<file path="config.mk">
export PLATFORM = sky130hd
export DESIGN_NAME = decode
export DESIGN_NICKNAME = d
export VERILOG_FILES = /design/src/rtl/decode_pkg.sv /design/src/rtl/decode_imm.sv /design/src/rtl/decode.sv
export SDC_FILE = /design/constraint.sdc
export NUM_CORES = 1
export LEC_CHECK = 0
export CORE_ASPECT_RATIO = 1.2
export CORE_MARGIN = 1.5
export CORE_UTILIZATION = 36
export DETAILED_ROUTE_END_ITERATION = 8
export SYNTH_ARGS = -nofsm -noshare
export SYNTH_HDL_FRONTEND = slang
export SYNTH_SLANG_ARGS = --single-unit
</file>
<file path="constraint.sdc">
create_clock -name clk_i -period 8.4 [get_ports clk_i]
set_input_delay 1.68 -clock clk_i [delete_from_list [all_inputs] [get_ports clk_i]]
set_output_delay 1.68 -clock clk_i [all_outputs]
set_load 0.02 [all_outputs]
</file>
<file path="src/rtl/decode_pkg.sv">
// Shared encodings for the RV32I decode stage: opcodes, funct3 codes,
// branch condition and immediate-format enums, and the decoded-output record.
package decode_pkg;

  localparam logic [6:0] OPC_LUI      = 7'b0110111;
  localparam logic [6:0] OPC_AUIPC    = 7'b0010111;
  localparam logic [6:0] OPC_JAL      = 7'b1101111;
  localparam logic [6:0] OPC_JALR     = 7'b1100111;
  localparam logic [6:0] OPC_BRANCH   = 7'b1100011;
  localparam logic [6:0] OPC_LOAD     = 7'b0000011;
  localparam logic [6:0] OPC_STORE    = 7'b0100011;
  localparam logic [6:0] OPC_OP_IMM   = 7'b0010011;
  localparam logic [6:0] OPC_OP       = 7'b0110011;
  localparam logic [6:0] OPC_MISC_MEM = 7'b0001111;
  localparam logic [6:0] OPC_SYSTEM   = 7'b1110011;

  localparam logic [2:0] ALU_ADD  = 3'b000;
  localparam logic [2:0] ALU_SLL  = 3'b001;
  localparam logic [2:0] ALU_SLT  = 3'b010;
  localparam logic [2:0] ALU_SLTU = 3'b011;
  localparam logic [2:0] ALU_XOR  = 3'b100;
  localparam logic [2:0] ALU_SR   = 3'b101;
  localparam logic [2:0] ALU_OR   = 3'b110;
  localparam logic [2:0] ALU_AND  = 3'b111;

  localparam logic [2:0] F3_BEQ  = 3'b000;
  localparam logic [2:0] F3_BNE  = 3'b001;
  localparam logic [2:0] F3_BLT  = 3'b100;
  localparam logic [2:0] F3_BGE  = 3'b101;
  localparam logic [2:0] F3_BLTU = 3'b110;
  localparam logic [2:0] F3_BGEU = 3'b111;

  localparam logic [6:0] F7_ZERO = 7'b0000000;
  localparam logic [6:0] F7_ALT  = 7'b0100000;

  typedef enum logic [2:0] {
    BRANCH_NONE   = 3'd0,
    BRANCH_ALWAYS = 3'd1,
    BRANCH_EQ     = 3'd2,
    BRANCH_NE     = 3'd3,
    BRANCH_LT     = 3'd4,
    BRANCH_GE     = 3'd5,
    BRANCH_LTU    = 3'd6,
    BRANCH_GEU    = 3'd7
  } branch_cond_t;

  typedef enum logic [2:0] {
    IMM_I = 3'd0,
    IMM_S = 3'd1,
    IMM_B = 3'd2,
    IMM_U = 3'd3,
    IMM_J = 3'd4
  } imm_fmt_t;

  typedef struct packed {
    logic [31:0]  pc;
    logic [31:0]  op1;
    logic [31:0]  op2;
    logic [2:0]   alu_op;
    logic         alu_sub;
    logic         shift_arith;
    logic         reg_write;
    logic [4:0]   rd;
    logic         ls_enable;
    logic         ls_write;
    logic [2:0]   ls_sel;
    logic [31:0]  ls_wdata;
    branch_cond_t cond;
    logic [31:0]  target;
  } decode_out_t;

endpackage

</file>
<file path="src/rtl/decode_imm.sv">
// Combinational extraction of the sign-extended I/S/B/U/J immediate
// selected by fmt_i. Opcode bits are not needed, so only [31:7] come in.
module decode_imm
  import decode_pkg::*;
(
  input  logic [31:7] instr_i,
  input  imm_fmt_t    fmt_i,
  output logic [31:0] imm_o
);

  // Select and sign-extend the immediate for the requested format
  always_comb begin
    imm_o = '0;
    unique case (fmt_i)
      IMM_S:   imm_o = {{20{instr_i[31]}}, instr_i[31:25], instr_i[11:7]};
      IMM_B:   imm_o = {{19{instr_i[31]}}, instr_i[31], instr_i[7],
                        instr_i[30:25], instr_i[11:8], 1'b0};
      IMM_U:   imm_o = {instr_i[31:12], 12'h000};
      IMM_J:   imm_o = {{11{instr_i[31]}}, instr_i[31], instr_i[19:12],
                        instr_i[20], instr_i[30:21], 1'b0};
      default: imm_o = {{20{instr_i[31]}}, instr_i[31:20]};
    endcase
  end

endmodule

</file>
<file path="src/rtl/decode.sv">
// RV32I decode stage with a single-entry output register and flush.
// Optional macro DECODE_ILLEGAL_INSTR_EN adds the illegal_instr_o flag;
// illegal encodings always decode as NOPs either way.
module decode
  import decode_pkg::*;
(
  input  logic        clk_i,
  input  logic        rst_i,
  input  logic [31:0] instr_i,
  input  logic [31:0] pc_i,
  input  logic        input_valid_i,
  output logic        input_ready_o,
  input  logic        flush_i,
  output logic [4:0]  rs1_addr_o,
  output logic [4:0]  rs2_addr_o,
  input  logic [31:0] rs1_data_i,
  input  logic [31:0] rs2_data_i,
  output logic [31:0] pc_o,
  output logic [31:0] alu_operand1_o,
  output logic [31:0] alu_operand2_o,
  output logic [2:0]  alu_op_o,
  output logic        alu_sub_o,
  output logic        alu_shift_arith_o,
  output logic        reg_write_o,
  output logic [4:0]  reg_addr_o,
  output logic        ls_enable_o,
  output logic        ls_write_o,
  output logic [2:0]  ls_sel_o,
  output logic [31:0] ls_write_data_o,
  output logic [2:0]  branch_cond_o,
  output logic [31:0] branch_target_o,
  output logic        output_valid_o,
  input  logic        output_ready_i
`ifdef DECODE_ILLEGAL_INSTR_EN
  ,
  output logic        illegal_instr_o
`endif
);

  logic [6:0]  opc;
  logic [2:0]  f3;
  logic [6:0]  f7;
  imm_fmt_t    fmt;
  logic [31:0] imm;
  logic [31:0] jalr_sum;
  logic        ill_d;
  logic        accept;
  logic        valid_q;
  decode_out_t out_d, out_q;

  assign opc      = instr_i[6:0];
  assign f3       = instr_i[14:12];
  assign f7       = instr_i[31:25];
  assign jalr_sum = rs1_data_i + imm;

  assign rs1_addr_o    = instr_i[19:15];
  assign rs2_addr_o    = instr_i[24:20];
  assign input_ready_o = !valid_q || output_ready_i;
  assign accept        = input_valid_i && input_ready_o && !flush_i;

  // Pick the immediate format implied by the opcode
  always_comb begin
    fmt = IMM_I;
    case (opc)
      OPC_LUI, OPC_AUIPC: fmt = IMM_U;
      OPC_JAL:            fmt = IMM_J;
      OPC_BRANCH:         fmt = IMM_B;
      OPC_STORE:          fmt = IMM_S;
      default:            fmt = IMM_I;
    endcase
  end

  decode_imm u_imm (
    .instr_i (instr_i[31:7]),
    .fmt_i   (fmt),
    .imm_o   (imm)
  );

  // Decode opcode/funct fields into ALU, load/store and branch controls
  always_comb begin
    out_d        = '0;
    out_d.pc     = pc_i;
    out_d.rd     = instr_i[11:7];
    out_d.alu_op = ALU_ADD;
    out_d.cond   = BRANCH_NONE;
    ill_d        = (instr_i[1:0] != 2'b11);
    case (opc)
      OPC_LUI: begin
        out_d.op2       = imm;
        out_d.reg_write = 1'b1;
      end
      OPC_AUIPC: begin
        out_d.op1       = pc_i;
        out_d.op2       = imm;
        out_d.reg_write = 1'b1;
      end
      OPC_JAL: begin
        out_d.op1       = pc_i;
        out_d.op2       = 32'd4;
        out_d.reg_write = 1'b1;
        out_d.cond      = BRANCH_ALWAYS;
        out_d.target    = pc_i + imm;
      end
      OPC_JALR: begin
        out_d.op1       = pc_i;
        out_d.op2       = 32'd4;
        out_d.reg_write = 1'b1;
        out_d.cond      = BRANCH_ALWAYS;
        out_d.target    = {jalr_sum[31:1], 1'b0};
        if (f3 != 3'b000) ill_d = 1'b1;
      end
      OPC_BRANCH: begin
        out_d.op1    = rs1_data_i;
        out_d.op2    = rs2_data_i;
        out_d.target = pc_i + imm;
        case (f3)
          F3_BEQ:  out_d.cond = BRANCH_EQ;
          F3_BNE:  out_d.cond = BRANCH_NE;
          F3_BLT:  out_d.cond = BRANCH_LT;
          F3_BGE:  out_d.cond = BRANCH_GE;
          F3_BLTU: out_d.cond = BRANCH_LTU;
          F3_BGEU: out_d.cond = BRANCH_GEU;
          default: ill_d = 1'b1;
        endcase
      end
      OPC_LOAD: begin
        out_d.op1       = rs1_data_i;
        out_d.op2       = imm;
        out_d.ls_enable = 1'b1;
        out_d.ls_sel    = f3;
        out_d.reg_write = 1'b1;
        if (f3 == 3'b011 || f3 == 3'b110 || f3 == 3'b111) ill_d = 1'b1;
      end
      OPC_STORE: begin
        out_d.op1       = rs1_data_i;
        out_d.op2       = imm;
        out_d.ls_enable = 1'b1;
        out_d.ls_write  = 1'b1;
        out_d.ls_sel    = f3;
        out_d.ls_wdata  = rs2_data_i;
        if (f3 > 3'b010) ill_d = 1'b1;
      end
      OPC_OP_IMM: begin
        out_d.op1       = rs1_data_i;
        out_d.op2       = imm;
        out_d.alu_op    = f3;
        out_d.reg_write = 1'b1;
        if (f3 == ALU_SLL && f7 != F7_ZERO) ill_d = 1'b1;
        if (f3 == ALU_SR) begin
          if (f7 == F7_ALT)       out_d.shift_arith = 1'b1;
          else if (f7 != F7_ZERO) ill_d = 1'b1;
        end
      end
      OPC_OP: begin
        out_d.op1       = rs1_data_i;
        out_d.op2       = rs2_data_i;
        out_d.alu_op    = f3;
        out_d.reg_write = 1'b1;
        if (f7 == F7_ALT) begin
          if (f3 == ALU_ADD)     out_d.alu_sub     = 1'b1;
          else if (f3 == ALU_SR) out_d.shift_arith = 1'b1;
          else                   ill_d = 1'b1;
        end else if (f7 != F7_ZERO) begin
          ill_d = 1'b1;
        end
      end
      OPC_MISC_MEM, OPC_SYSTEM: ;
      default: ill_d = 1'b1;
    endcase
    // Illegal encodings collapse to a NOP that still carries pc and rd
    if (ill_d) begin
      out_d        = '0;
      out_d.pc     = pc_i;
      out_d.rd     = instr_i[11:7];
      out_d.alu_op = ALU_ADD;
      out_d.cond   = BRANCH_NONE;
    end
    if (out_d.rd == 5'd0) out_d.reg_write = 1'b0;
  end

  // Output pipeline register: reset > flush > load > drain
  always_ff @(posedge clk_i) begin
    if (rst_i) begin
      valid_q <= 1'b0;
      out_q   <= '0;
    end else if (flush_i) begin
      valid_q <= 1'b0;
    end else if (accept) begin
      valid_q <= 1'b1;
      out_q   <= out_d;
    end else if (output_ready_i) begin
      valid_q <= 1'b0;
    end
  end

`ifdef DECODE_ILLEGAL_INSTR_EN
  logic ill_q;

  // Illegal flag travels with the rest of the decoded record
  always_ff @(posedge clk_i) begin
    if (rst_i)                   ill_q <= 1'b0;
    else if (!flush_i && accept) ill_q <= ill_d;
  end

  assign illegal_instr_o = ill_q;
`endif

  assign output_valid_o    = valid_q;
  assign pc_o              = out_q.pc;
  assign alu_operand1_o    = out_q.op1;
  assign alu_operand2_o    = out_q.op2;
  assign alu_op_o          = out_q.alu_op;
  assign alu_sub_o         = out_q.alu_sub;
  assign alu_shift_arith_o = out_q.shift_arith;
  assign reg_write_o       = out_q.reg_write;
  assign reg_addr_o        = out_q.rd;
  assign ls_enable_o       = out_q.ls_enable;
  assign ls_write_o        = out_q.ls_write;
  assign ls_sel_o          = out_q.ls_sel;
  assign ls_write_data_o   = out_q.ls_wdata;
  assign branch_cond_o     = out_q.cond;
  assign branch_target_o   = out_q.target;

endmodule
</file>
==> summary.md <==
| Metric | Value |
|---|---|
| Die height | roughly 190 µm |
| Outcome | finished, final reports clean |
| WS Path Type | in2reg |
| Post-Layout Cell Count | ~2000 |
| Clock Tree Buf Depth | 2 |
| Synth Cell Area | between 10000 and 15000 µm² |
| Min Clock Period, post-route | between 6 and 7 ns |
| Area growth, synth to finish | 37.6% |
| Post CTS Setup Buffer Count | 0 |
| Syn avg cell area | about 8 µm² |
| Pleak | roughly 5.6 nW |
| Post-DR wirelength/cell | between 20 and 25 µm |
| RSZ-0062 raised after global routing | no |
| Synth top area cells | dfxtp_1 33%, ha_1 9.4%, a22oi_1 8.9% |
| Pin count of the biggest net entering global routing | about 110 |
| Reg-to-reg setup timing slack | 4.90 ns |
| Fraction of layout cells with a size suffix above 1 | under 10% |
| Sink Count | 180 |
| Clock Skews | 0.0125 ns |
| Number of flops mapped to enable cells by yosys | 0 |
| Final net count | approximately 1800 |
| CTS tree | done |
| Initial antenna violation count | 0 |
| WP data required | just under 9 ns |
| Worst VDD drop | 0.000112 V |
| Yosys warns | 0 |
| DP Worst Slack | 1.47 ns |
| Total gr overflow | 0 |
| Fillcell total | 2929 |
| Pwr Density | 149 nW/µm² |
| Rows | roughly 70 |
| Crit-path leading delay family | compound AO/OA/AOI/OAI gates |
| Setup violators final | 0 |
| FF+latch area | 3600 µm² |
| CP arrival | 6.96 ns |
| Final WS setup | 1.78 ns |
| Drt via density | between 5 and 6 |
| RePlAce Congestion | 0.977 |
| Critical path startpoint category | input port |
| Area leader, netlist | dfxtp_1 |
| Iteration-0 DRC Markers | ~880 |
| Post-CTS Hold Fix Bufs | 0 |
| Ant diodes | 0 |
| Fmax | about 150 MHz |
| Drt total wl | about 45000 µm |
| Slew margin rel. | 13.1% |
| Setup Total Neg Slack | 0 ns |
| Number of max-cap violations | 0 |
| Worst hold path class | reg2reg |
| Number of I/O pins | between 300 and 400 |
| Synthesized net count | ~1600 |
| Worst Tran Pin Value | ~1.3 ns |
| Core ar. | between 20000 and 30000 µm² |
| Critical path buffers and inverters | 1 |
| #FFs+latches synth | 180 |
| Antenna Nets Post-Route | 0 |
| Post_cts resized | 0 |
| Via Count | between 10000 and 15000 |
| Post-Syn Instances | approximately 1300 |
| Crit path cell chain | clkdlybuf4s50_1 -> or3b_2 -> nor2_1 -> nor2_1 -> a22o_1 -> fa_1 -> a211oi_1 -> o211ai_1 -> a211o_1 -> a211o_1 -> nand4_1 -> a221o_1 -> o21ai_0 -> a21oi_1 -> nor4b_1 -> a211o_1 |
| Inst Count DP | around 2000 |
| Crit-path most repeated cell | a211o_1 |
| DIE WIDTH | 161 µm |
| Crit. End Element | flop |
| Residual DRC count | 0 |
| Hpwl dp | between 30000 and 40000 µm |
| Area used by multi-input combinational logic | approximately 6700 µm² |
| First-pass GRT wire length | between 60000 and 70000 µm |
| Vias in the first global route | approximately 11000 |
| Iteration count of the initial detailed-routing pass | 5 |
| Clk slew on worst S/H paths | ~0.07 ns |
| CP Max Fanout | 14 |
| Initial core utilization | around 36% |
| Critical path's slowest cell | clkdlybuf4s50_1 |
| Final Hold Fails | 0 |
| Worst skew pair latency | between 0.4 and 0.5 ns |
| Die area | 30900 µm² |
| TritonCTS buffer count | 17 |
| Distinct cell type count after synthesis | 64 |
| Port Buffers | about 320 |
| Async SR Flop Fraction | 0% |
| Top_reg_cell synth | dfxtp_1 |
| Pins over their slew limit | 0 |
| H-tree level count | 4 |
| Final period util | approximately four fifths |
| Root Driver | clkbuf_16 |
| GRT Total Usage | between 20 and 30% |
| Max stage delay on crit path | 0.75 ns |
| Sequential share of the synthesized area | 33.5% |
| Yosys top cell area share | 33.5% |
-- path summary, 6_finish.rpt --
| path | startpoint | endpoint | cells past startpoint |
|---|---|---|---|
| max reg2reg | output_valid_o$_SDFFE_PP0P_ | alu_operand2_o[29]$_SDFFE_PP0P_ | 10 |
| max | instr_i[4] | branch_target_o[30]$_SDFFE_PP0P_ | 16 |
| min | reg_addr_o[3]$_SDFFE_PP0P_ | reg_addr_o[3]$_SDFFE_PP0P_ | 2 |
| min reg2reg | reg_addr_o[3]$_SDFFE_PP0P_ | reg_addr_o[3]$_SDFFE_PP0P_ | 2 |
-- cells in the final DEF, fill, tap and decap left out, types with 7 or more instances in the layout --
master           Yosys  final
nand3_1             29     29
o22ai_1             12     12
xnor2_1             33     33
ha_1                81     81
nand2_1            146    146
a22o_1              60     60
clkbuf_16            0     17
nor3_1              13     13
dfxtp_1            180    180
a22oi_1            127    127
nor2b_1              7      7
o21bai_1             7      7
clkdlybuf4s50_1      0    322
xor2_1              25     25
o21ai_0             59     59
buf_4               10     18
o211ai_1             7      7
and2_1              14     14
a211oi_1             9      9
nor2_1             165    165
nand2b_1             7      7
a31oi_1             10     10
a21o_1              29     29
inv_1               23     23
a21oi_1            121    121
-- layer usage --
metal | up-vias | track usage [%] | routed length [µm]
met5 | - | 0 | 0
met4 | 0 | 9.15 | 1150
met3 | 69 | 4.30 | 2300
met2 | 408 | 49.7 | 22200
met1 | 5472 | 35.7 | 19500
li1 | 5409 | - | -
-- cell type report --
type / instances / share of cell area (%)
multi-input cells: 1040 / 45.1
flip-flops and latches: 180 / 24.3
repair buffers: 341 / 22.7
well taps: 390 / 3.29
clock buffers: 17 / 2.87
clock inverters: 15 / 1.07
inverters: 24 / 0.608
-- tightest hold or removal path, stage by stage (launching register included) --
cell and delay (ns):
dfxtp_1 0.31, nand2_1 0.05, a21oi_1 0.05
-- kinds of logic (layout without fill, tap and decap cells) --
| kind of cell | Yosys count | after routing | share of synthesized area (%) |
|---|---|---|---|
| simple gates | 417 | 417 | 17.0 |
| fa+ha+maj | 83 | 83 | 9.79 |
| compound gates | 481 | 481 | 30.3 |
| flops | 180 | 180 | 33.5 |
| mux | 1 | 1 | 0.105 |
| xor+xnor | 58 | 58 | 4.72 |
| buf+inv | 119 | 397 | 4.65 |
-- sequential cells by signal, indices dropped and copies added, names as in the netlist, 3 cells and up --
name             flops
alu_operand1_o      32
alu_operand2_o      32
branch_target_o     32
ls_write_data_o     32
pc_o                32
reg_addr_o           5
alu_op_o             3
branch_cond_o        3
ls_sel_o             3
-- per-stage QoR --
stage               utilization (%)  hold slack, ns  area [µm²]  power, mW
floorplan                         -           0.530       10800       1.20
global placement               48.2           0.440       14200       1.40
detailed placement             48.2           0.447       14200       1.40
CTS                            50.2           0.457       14800       2.21
global route                   50.2           0.477       14800       2.30
finish                         50.2           0.454       14800       2.21
-- synth_stat cells (3+ instances only) --
cell type,n
buf_4,10
nand4_1,5
dfxtp_1,180
xnor2_1,33
buf_1,3
nand2_1,146
clkbuf_1,69
a221o_1,4
o211ai_1,7
o21bai_1,7
o22ai_1,12
a32oi_1,5
nor3b_1,4
nor3_1,13
a21o_1,29
nor2b_1,7
a211oi_1,9
ha_1,81
or4_1,4
nor4_1,3
o21ai_0,59
a31oi_1,10
nand3_1,29
a22o_1,60
buf_2,13
and2_1,14
a21oi_1,121
nor2_1,165
nand2b_1,7
inv_1,23
a311oi_1,4
and3_1,4
a22oi_1,127
a211o_1,3
o21ai_1,4
xor2_1,25
-- where the power goes --
part           switching [mW]  total, mW  internal [mW]
clock network           0.416      0.816          0.401
registers             0.00419      0.865          0.861
logic                   0.308      0.525          0.217
(Power assumes the default switching activity.)
